[src/rtl/minhash_sorter_pkg.sv]
// Shared widths, slot types and FSM states for the minhash sorter.
package minhash_sorter_pkg;

  localparam int SORTER_EXTENDER_INDICES_COUNT = 4;
  localparam int HASHER_SORTER_SIGNATURE       = 32;
  localparam int SORTER_INDICE_LEN             = 8;
  localparam int SORTER_K                      = SORTER_EXTENDER_INDICES_COUNT;

  typedef struct packed {
    logic [HASHER_SORTER_SIGNATURE-1:0] signature;
    logic [SORTER_INDICE_LEN-1:0]       index;
  } signature_index_pack;

  typedef struct packed {
    logic                valid;
    signature_index_pack entry;
  } slot_t;

  typedef enum logic {S_COLLECT, S_FLUSH} sorter_state_e;

endpackage

[src/rtl/minhash_sorter_cell.sv]
// One slot of the insertion-sorted array: holds, takes the new item, or takes the slot above.
// MINHASH_SORTER_DEDUP_EN enables the equal-signature match output used for dedup.
module minhash_sorter_cell
  import minhash_sorter_pkg::*;
#(
  parameter int SIG_W = HASHER_SORTER_SIGNATURE,
  parameter int IDX_W = SORTER_INDICE_LEN
) (
  input  logic             clk,
  input  logic             rst,
  input  logic             clear,
  input  logic             insert_en,
  input  logic [SIG_W-1:0] new_sig,
  input  logic [IDX_W-1:0] new_idx,
  input  logic             up_valid,
  input  logic [SIG_W-1:0] up_sig,
  input  logic [IDX_W-1:0] up_idx,
  input  logic             up_new_is_less,
  output logic             valid,
  output logic [SIG_W-1:0] sig,
  output logic [IDX_W-1:0] idx,
  output logic             new_is_less,
  output logic             sig_match
);

  logic             valid_d, valid_q;
  logic [SIG_W-1:0] sig_d, sig_q;
  logic [IDX_W-1:0] idx_d, idx_q;

  // An empty slot behaves as +infinity, so the new item always lands in it.
  assign new_is_less = !valid_q || (new_sig < sig_q);

`ifdef MINHASH_SORTER_DEDUP_EN
  assign sig_match = valid_q && (new_sig == sig_q);
`else
  assign sig_match = 1'b0;
`endif

  assign valid = valid_q;
  assign sig   = sig_q;
  assign idx   = idx_q;

  always_comb begin
    valid_d = valid_q;
    sig_d   = sig_q;
    idx_d   = idx_q;
    if (clear) begin
      valid_d = 1'b0;
    end else if (insert_en) begin
      if (up_new_is_less) begin
        valid_d = up_valid;
        sig_d   = up_sig;
        idx_d   = up_idx;
      end else if (new_is_less) begin
        valid_d = 1'b1;
        sig_d   = new_sig;
        idx_d   = new_idx;
      end
    end
  end

  always_ff @(posedge clk) begin
    if (rst) valid_q <= 1'b0;
    else     valid_q <= valid_d;
  end

  always_ff @(posedge clk) begin
    sig_q <= sig_d;
    idx_q <= idx_d;
  end

endmodule

[src/rtl/minhash_sorter.sv]
// Keeps the K smallest signatures of a fragment and streams their indices in ascending order.
// MINHASH_SORTER_DEDUP_EN drops items whose signature already sits in a valid slot.
module minhash_sorter
  import minhash_sorter_pkg::*;
#(
  parameter int K     = SORTER_K,
  parameter int SIG_W = HASHER_SORTER_SIGNATURE,
  parameter int IDX_W = SORTER_INDICE_LEN
) (
  input  logic                   clk,
  input  logic                   rst,
  input  logic                   in_valid,
  output logic                   in_ready,
  input  logic [SIG_W+IDX_W-1:0] in_data,
  input  logic                   in_last,
  output logic                   out_valid,
  input  logic                   out_ready,
  output logic [IDX_W-1:0]       out_index,
  output logic [SIG_W-1:0]       out_signature,
  output logic                   out_last
);

  localparam int CNT_W = $clog2(K + 1);
  localparam int RD_W  = (K > 1) ? $clog2(K) : 1;

  sorter_state_e    state_d, state_q;
  logic [CNT_W-1:0] cnt_d, cnt_q;
  logic [RD_W-1:0]  rd_d, rd_q;

  logic [SIG_W-1:0] new_sig;
  logic [IDX_W-1:0] new_idx;
  logic             accept, drop, insert_en, flush_done, dup_hit;

  logic             slot_valid [K];
  logic [SIG_W-1:0] slot_sig   [K];
  logic [IDX_W-1:0] slot_idx   [K];
  logic             nil        [K];
  logic             match      [K];
  logic             up_valid   [K];
  logic [SIG_W-1:0] up_sig     [K];
  logic [IDX_W-1:0] up_idx     [K];
  logic             up_nil     [K];

  assign new_sig   = in_data[SIG_W+IDX_W-1:IDX_W];
  assign new_idx   = in_data[IDX_W-1:0];
  assign drop      = dup_hit;
  assign insert_en = accept && !drop;

  for (genvar g = 0; g < K; g++) begin : g_cell
    if (g == 0) begin : g_head
      assign up_valid[g] = 1'b0;
      assign up_sig[g]   = '0;
      assign up_idx[g]   = '0;
      assign up_nil[g]   = 1'b0;
    end else begin : g_body
      assign up_valid[g] = slot_valid[g-1];
      assign up_sig[g]   = slot_sig[g-1];
      assign up_idx[g]   = slot_idx[g-1];
      assign up_nil[g]   = nil[g-1];
    end

    minhash_sorter_cell #(.SIG_W(SIG_W), .IDX_W(IDX_W)) u_cell (
      .clk           (clk),
      .rst           (rst),
      .clear         (flush_done),
      .insert_en     (insert_en),
      .new_sig       (new_sig),
      .new_idx       (new_idx),
      .up_valid      (up_valid[g]),
      .up_sig        (up_sig[g]),
      .up_idx        (up_idx[g]),
      .up_new_is_less(up_nil[g]),
      .valid         (slot_valid[g]),
      .sig           (slot_sig[g]),
      .idx           (slot_idx[g]),
      .new_is_less   (nil[g]),
      .sig_match     (match[g])
    );
  end

  always_comb begin
    dup_hit = 1'b0;
    for (int i = 0; i < K; i++) dup_hit = dup_hit | match[i];
  end

  always_comb begin
    state_d       = state_q;
    cnt_d         = cnt_q;
    rd_d          = rd_q;
    in_ready      = 1'b0;
    out_valid     = 1'b0;
    out_last      = 1'b0;
    out_index     = '0;
    out_signature = '0;
    accept        = 1'b0;
    flush_done    = 1'b0;
    case (state_q)
      S_COLLECT: begin
        in_ready = 1'b1;
        accept   = in_valid;
        // Below K every accepted item is stored; at K the tail is evicted instead.
        if (accept && !drop && (cnt_q != CNT_W'(K))) cnt_d = cnt_q + CNT_W'(1);
        if (accept && in_last) begin
          state_d = S_FLUSH;
          rd_d    = '0;
        end
      end
      S_FLUSH: begin
        out_valid     = 1'b1;
        out_index     = slot_idx[rd_q];
        out_signature = slot_sig[rd_q];
        out_last      = (CNT_W'(rd_q) == (cnt_q - CNT_W'(1)));
        if (out_ready) begin
          if (out_last) begin
            flush_done = 1'b1;
            state_d    = S_COLLECT;
            cnt_d      = '0;
            rd_d       = '0;
          end else begin
            rd_d = rd_q + RD_W'(1);
          end
        end
      end
      default: state_d = S_COLLECT;
    endcase
  end

  always_ff @(posedge clk) begin
    if (rst) begin
      state_q <= S_COLLECT;
      cnt_q   <= '0;
      rd_q    <= '0;
    end else begin
      state_q <= state_d;
      cnt_q   <= cnt_d;
      rd_q    <= rd_d;
    end
  end

endmodule

[config.mk]
export PLATFORM = sky130hd
export DESIGN_NAME = minhash_sorter
export DESIGN_NICKNAME = d
export VERILOG_FILES = /design/src/rtl/minhash_sorter_pkg.sv /design/src/rtl/minhash_sorter_cell.sv /design/src/rtl/minhash_sorter.sv
export SDC_FILE = /design/constraint.sdc
export NUM_CORES = 1
export LEC_CHECK = 0
export CAP_MARGIN = 30
export CORE_ASPECT_RATIO = 0.8
export CORE_MARGIN = 2
export CORE_UTILIZATION = 30
export CTS_CLUSTER_DIAMETER = 60
export CTS_CLUSTER_SIZE = 28
export DETAILED_ROUTE_END_ITERATION = 6
export DONT_BUFFER_PORTS = 1
export MAX_ROUTING_LAYER = met4
export PLACE_DENSITY_LB_ADDON = 0.15
export SLEW_MARGIN = 30
export SYNTH_ARGS = -nofsm -noshare
export SYNTH_HDL_FRONTEND = slang
export SYNTH_SLANG_ARGS = --single-unit
[constraint.sdc]
create_clock -name clk -period 10.05 [get_ports clk]
set_clock_uncertainty 0.05 [all_clocks]
set_input_delay 3.015 -clock clk [delete_from_list [all_inputs] [get_ports clk]]
set_output_delay 3.015 -clock clk [all_outputs]
set_load 0.01 [all_outputs]
### Word level (Yosys, flattened, before mapping)

Cells that the tools add are included.

| word-level totals | value |
|---|---|
| bits in registers | 170 |
| input port bits | 45 |
| output and inout bits | 43 |
| logic and storage cells | 101 |

| operators by class | value |
|---|---|
| add/sub/neg operators | 3 |
| $lt $le $gt $ge | 5 |
| equal/unequal tests | 6 |
| mux-type cells | 45 |
| bitwise operators | 3 |
| reductions and logical operators | 24 |

Operators by type and width:

| kind | count |
|---|---|
| $mux W32 | 9 |
| $lt A32 B32 Y1 | 4 |
| $mux W8 | 9 |
| $bmux W32 S2 | 1 |
| $bmux W8 S2 | 1 |
| $mux W1 | 16 |
| $reduce_and A3 Y1 | 5 |
| $reduce_and A2 Y1 | 5 |
| $mux W3 | 3 |
| $mux W2 | 3 |
| $ne A2 B2 Y1 const B | 3 |
| $pmux W3 S2 | 1 |
| $reduce_bool A2 Y1 | 3 |
| $logic_not A1 Y1 | 4 |
| $logic_or A1 B1 Y1 | 4 |
| $pmux W2 S2 | 1 |
| $add A3 B1 Y3 const B | 1 |
| $eq A2 B3 Y1 | 1 |
| $ge A3 B3 Y1 const B | 1 |
| $ne A3 B3 Y1 const B | 1 |
| $not A2 Y3 | 1 |
| $sub A3 B1 Y3 const B | 1 |
| $add A2 B1 Y2 const B | 1 |
| $logic_and A1 B1 Y1 | 2 |
| 4 further kinds | 5 |

### Logic depth before layout (Yosys ltp)

| depth | value |
|---|---|
| depth after elaboration | 7 |
| gate-level depth with buffers | 10 |
| gate-level depth less buffers | 8 |

### By module

Synthesis repeated with hierarchy kept, for this count alone.

| unflattened totals | value |
|---|---|
| cell total of the unflattened synthesis | 950 |
| area, all modules | 11690.0 µm² |

Modules (own cells, without submodules):

| module | times used | cells each | area each (µm²) | sequential area each (µm²) |
|---|---|---|---|---|
| minhash_sorter_cell | 4 | 203 | 2516.2 | 1221.2 |
| minhash_sorter | 1 | 138 | 1625.3 | 120.1 |

### Worst setup path after synthesis

No wires, ideal clock.

| path | value |
|---|---|
| path kind | input-to-reg |
| start | input in_data[14] |
| end | register g_cell[3].u_cell.idx_q[0] (enable) |
| library setup time | 0.493 ns |
| data arrival time | 7.412 ns |
| slack | 2.095 ns |
| stages | 8 |
| path buffers | 1 |
| cells stage by stage | ha_1 -> a21o_1 -> a211oi_1 -> o21ai_1 -> a2111oi_2 -> o21ai_2 -> buf_6 -> o21ai_0 |

| on the way | value |
|---|---|
| word-level cells in the longest chain between the ends | 4 |
| elaborated cells between the ends (all ways) | 6 |
| classes of those cells | 2 x order compare; 4 x reduce/logical |

RTL lines:

| element | line | text |
|---|---|---|
| start, declared | minhash_sorter.sv:14 | `input logic [SIG_W+IDX_W-1:0] in_data,` |
| $lt A32 B32 Y1 | minhash_sorter_cell.sv:31 | `assign new_is_less = !valid_q \|\| (new_sig < sig_q);` |
| $logic_or A1 B1 Y1 | minhash_sorter_cell.sv:31 |  |
| $reduce_bool A2 Y1 (no source line) * | -- |  |
| $reduce_and A3 Y1 (no source line) * | -- |  |
| end signal, assigned | minhash_sorter_cell.sv:69 | `idx_q <= idx_d;` |
| end, declared | minhash_sorter_cell.sv:28 | `logic [IDX_W-1:0] idx_d, idx_q;` |

Every way passes the cells marked *; elsewhere a longest branch is shown, timed or not.
A chain may end at the register's enable or synchronous reset.

### Worst setup path in the final report

| path | value |
|---|---|
| start | input in_data[14] |
| end | register g_cell[2].u_cell.sig_q[13] (enable) |

| on the way | value |
|---|---|
| word-level cells in the longest chain between the ends | 4 |
| elaborated cells between the ends (all ways) | 6 |
| classes of those cells | 2 x order compare; 4 x reduce/logical |

RTL lines:

| element | line | text |
|---|---|---|
| $lt A32 B32 Y1 | minhash_sorter_cell.sv:31 |  |
| $logic_or A1 B1 Y1 | minhash_sorter_cell.sv:31 |  |
| $reduce_bool A2 Y1 (no source line) * | -- |  |
| $reduce_and A3 Y1 (no source line) * | -- |  |
| end signal, assigned | minhash_sorter_cell.sv:68 | `sig_q <= sig_d;` |
| end, declared | minhash_sorter_cell.sv:27 | `logic [SIG_W-1:0] sig_d, sig_q;` |

Marked as above.

==> impl_metrics.json <==
{
  "wl_um": 29900,
  "status": "finished clean",
  "grtUsageMet3": 0.0349,
  "leakagePower_uw": 0.00505,
  "synth_top_area_cell": "edfxtp_1",
  "max_slew_margin": 0.397,
  "async_flop_share": 0,
  "post-route-drc-count": 0,
  "post_cts_buffers": 0,
  "crit_arrival_ns": 6.13,
  "synth_area_leaders": "edfxtp_1 (43%), ha_1 (14%), mux2_2 (8.2%)",
  "rr_startpoint": "g_cell[2].u_cell.sig[6]$_DFFE_PP_",
  "vias_per_cell": 4.93,
  "crit_path_start": "in_data[14]",
  "core.rowCount": 63,
  "start_util": 0.304,
  "drive_above_1_share": 0.235,
  "cts_tree": "done",
  "syn_inst": 898,
  "grt_max_degree": 44,
  "worstHoldStart": "g_cell[3].u_cell.valid$_SDFFE_PP0P_",
  "antenna_cells": 0,
  "critPathMaxFanout": 25,
  "synth_top_area_share": 0.427,
  "intPower_uw": 1370,
  "cap_violations": 0,
  "period_needed_ns": 6.08,
  "cts_root_buf": "clkbuf_16",
  "die_h_um": 177,
  "vias": 6895,
  "hold_viol_final": 0,
  "antenna_left": 0,
  "swShare": 0.271,
  "synth-seq-cells": 170,
  "yosysWarningCount": 0,
  "cts_buffers": 17,
  "post_cts_resized": 0,
  "power_frac_comb": 0.162,
  "grt_use_met1": 0.236,
  "setup_viol": 0,
  "seq_area_frac_synth": 0.445,
  "postLayoutCellArea_um2": 12500,
  "core-area_um2": 37000,
  "grt_pass1_wl_um": 45900,
  "antenna_found_initial": 0,
  "reg2reg_setup_slack_ns": 6.09,
  "power_frac_seq": 0.479,
  "synth_edf_count": 160,
  "synthesis.nets": 1070,
  "place_congestion": 0.748,
  "first_pass_iters": 4,
  "cts.path.max_buffers": 2,
  "grt_use_met2": 0.239,
  "pin_count": 88,
  "die_x_um": 220,
  "max_freq_ghz": 0.164,
  "first_global_vias": 7217,
  "start_kind": "input port",
  "ir_worst_vdd_mv": 0.117,
  "synthDistinctLibCells": 51,
  "clk_pin_slew_ns": 0.07,
  "setup-tns-final_ns": 0,
  "p_switching_uw": 510,
  "hp-class": "register to register",
  "syn_area_per_cell_um2": 12.5,
  "cts_num_sinks": 170,
  "dpl_cell_area_um2": 11900,
  "pwr_density_cell_nw_per_um2": 151,
  "clock_latency_ns": 0.45,
  "critical_path_class": "input port to register",
  "drt_iter0_drc": 466,
  "grt_overflow": 0,
  "grt-busiest-layer": "met2",
  "fp.dieArea_um2": 39100,
  "cp_data_required_time_ns": 10.10,
  "grt_usage": 0.166,
  "drv_slew": 0,
  "dp_hpwl_um": 21400,
  "syn-cell-area_um2": 11200,
  "endpoint_kind": "register",
  "h-tree-depth": 4,
  "routedWlPerCell_um": 21.4,
  "worst_pin_slew_ns": 0.905,
  "area_delta_synth_final_pct": 10.9,
  "p_clk_frac": 0.358,
  "rsz0062_at_grt": "no",
  "synth-main-ff-cell": "edfxtp_1",
  "min_period_over_period": 0.605,
  "fin_nets": 1072,
  "io_buffers": 0,
  "ctsHoldBuffers": 0
}
-- power by group through the flow --
stage	Sequential, µW	Combinational (µW)	Clock [µW]
after floorplan	893	231	0
after CTS	901	311	693
after detailed placement	916	310	0
after global routing	910	350	719
after global placement	920	304	0
final	901	305	673
-- per-stage QoR --
stage	util	instances	total power [µW]	hold WS, ns	worst slack [ns]
6_report	0.337	1399	1880	0.430	3.97
5_1_grt	0.337	1399	1980	0.462	3.70
4_1_cts	0.337	1399	1910	0.436	3.85
3_5_place_dp	0.321	1368	1230	0.426	3.38
3_3_place_gp	0.320	1366	1220	0.422	3.52
2_1_floorplan	-	898	1120	0.387	2.09
-- registers in the layout, indices dropped and copies added (netlist names) --
| signal | flops |
|---|---|
| cnt_q | 3 |
| g_cell.u_cell.idx | 32 |
| rd_q | 2 |
| state_q | 1 |
| g_cell.u_cell.valid | 4 |
| g_cell.u_cell.sig | 128 |
-- Yosys cell counts, types with 2 or more instances --
master and number:
a2111oi_0 2, a2111oi_2 2, a211o_1 2, a211oi_1 4
a21boi_0 2, a21o_1 7, a21oi_1 54, a221o_1 5
a31oi_1 3, and2_1 41, and2b_1 2, and3_1 4
and4_1 8, buf_1 2, buf_2 7, buf_4 2
buf_6 4, clkbuf_1 12, dfxtp_1 10, edfxtp_1 160
ha_1 127, inv_1 129, mux2_2 82, mux2_4 38
mux4_2 40, nand2_1 47, nand2b_1 3, nand3_1 12
nand4_1 8, nor2_1 22, nor2b_1 2, nor3_1 7
o21a_1 5, o21ai_0 21, or3_1 3, xnor2_1 2
xor2_1 3
-- cells in the final DEF, fill, tap and decap left out, drive strengths merged, types with 10 or more instances in the layout --
master	instances
a21oi	54
and2	41
buf	10
clkbuf	18
dfxtp	10
edfxtp	160
ha	127
inv	132
mux2	120
mux4	40
nand2	47
nand3	12
nor2	22
o21ai	23
-- final timing paths --
| path | to | cells past startpoint |
|---|---|---|
| worst max-delay path | g_cell[2].u_cell.sig[13]$_DFFE_PP_ | 8 |
| worst max register to register | g_cell[2].u_cell.sig[13]$_DFFE_PP_ | 9 |
| worst min-delay path | g_cell[3].u_cell.valid$_SDFFE_PP0P_ | 2 |
| worst min register to register | g_cell[3].u_cell.valid$_SDFFE_PP0P_ | 2 |
-- final cells by class --
type / instances / area, µm²
tap: 487 / 609
inverter: 129 / 484
clock inverter: 13 / 144
multi-input combinational: 572 / 5680
sequential: 170 / 5010
clock buffer: 18 / 439
fill: 3642 / 24500
timing repair buffer: 10 / 98.8
-- metal layers --
layer	share of wire	routed length, µm
met1	0.50	14900
met3	0.053	1570
met5	0	0
met4	0.013	380
met2	0.44	13100
-- worst max-delay path, cell delays in order --
cell,delay (ns)
ha_1,0.30
a21o_1,0.18
a211oi_1,0.24
o21ai_1,0.16
a2111oi_2,0.66
o21ai_4,0.33
a21oi_4,0.68
buf_4,0.52
-- logic make-up after synthesis --
kind of cell	count (synthesis)	share of synthesized area
adders and majority gates	127	0.141
xor gates and xnor gates	5	0.00390
buffers and inverters	156	0.0562
muxes	160	0.213
AOI/OAI and AO/OA	121	0.0675
DFF	170	0.445
and+or+nand+nor	159	0.0730
Power figures use the tool's default switching activity.
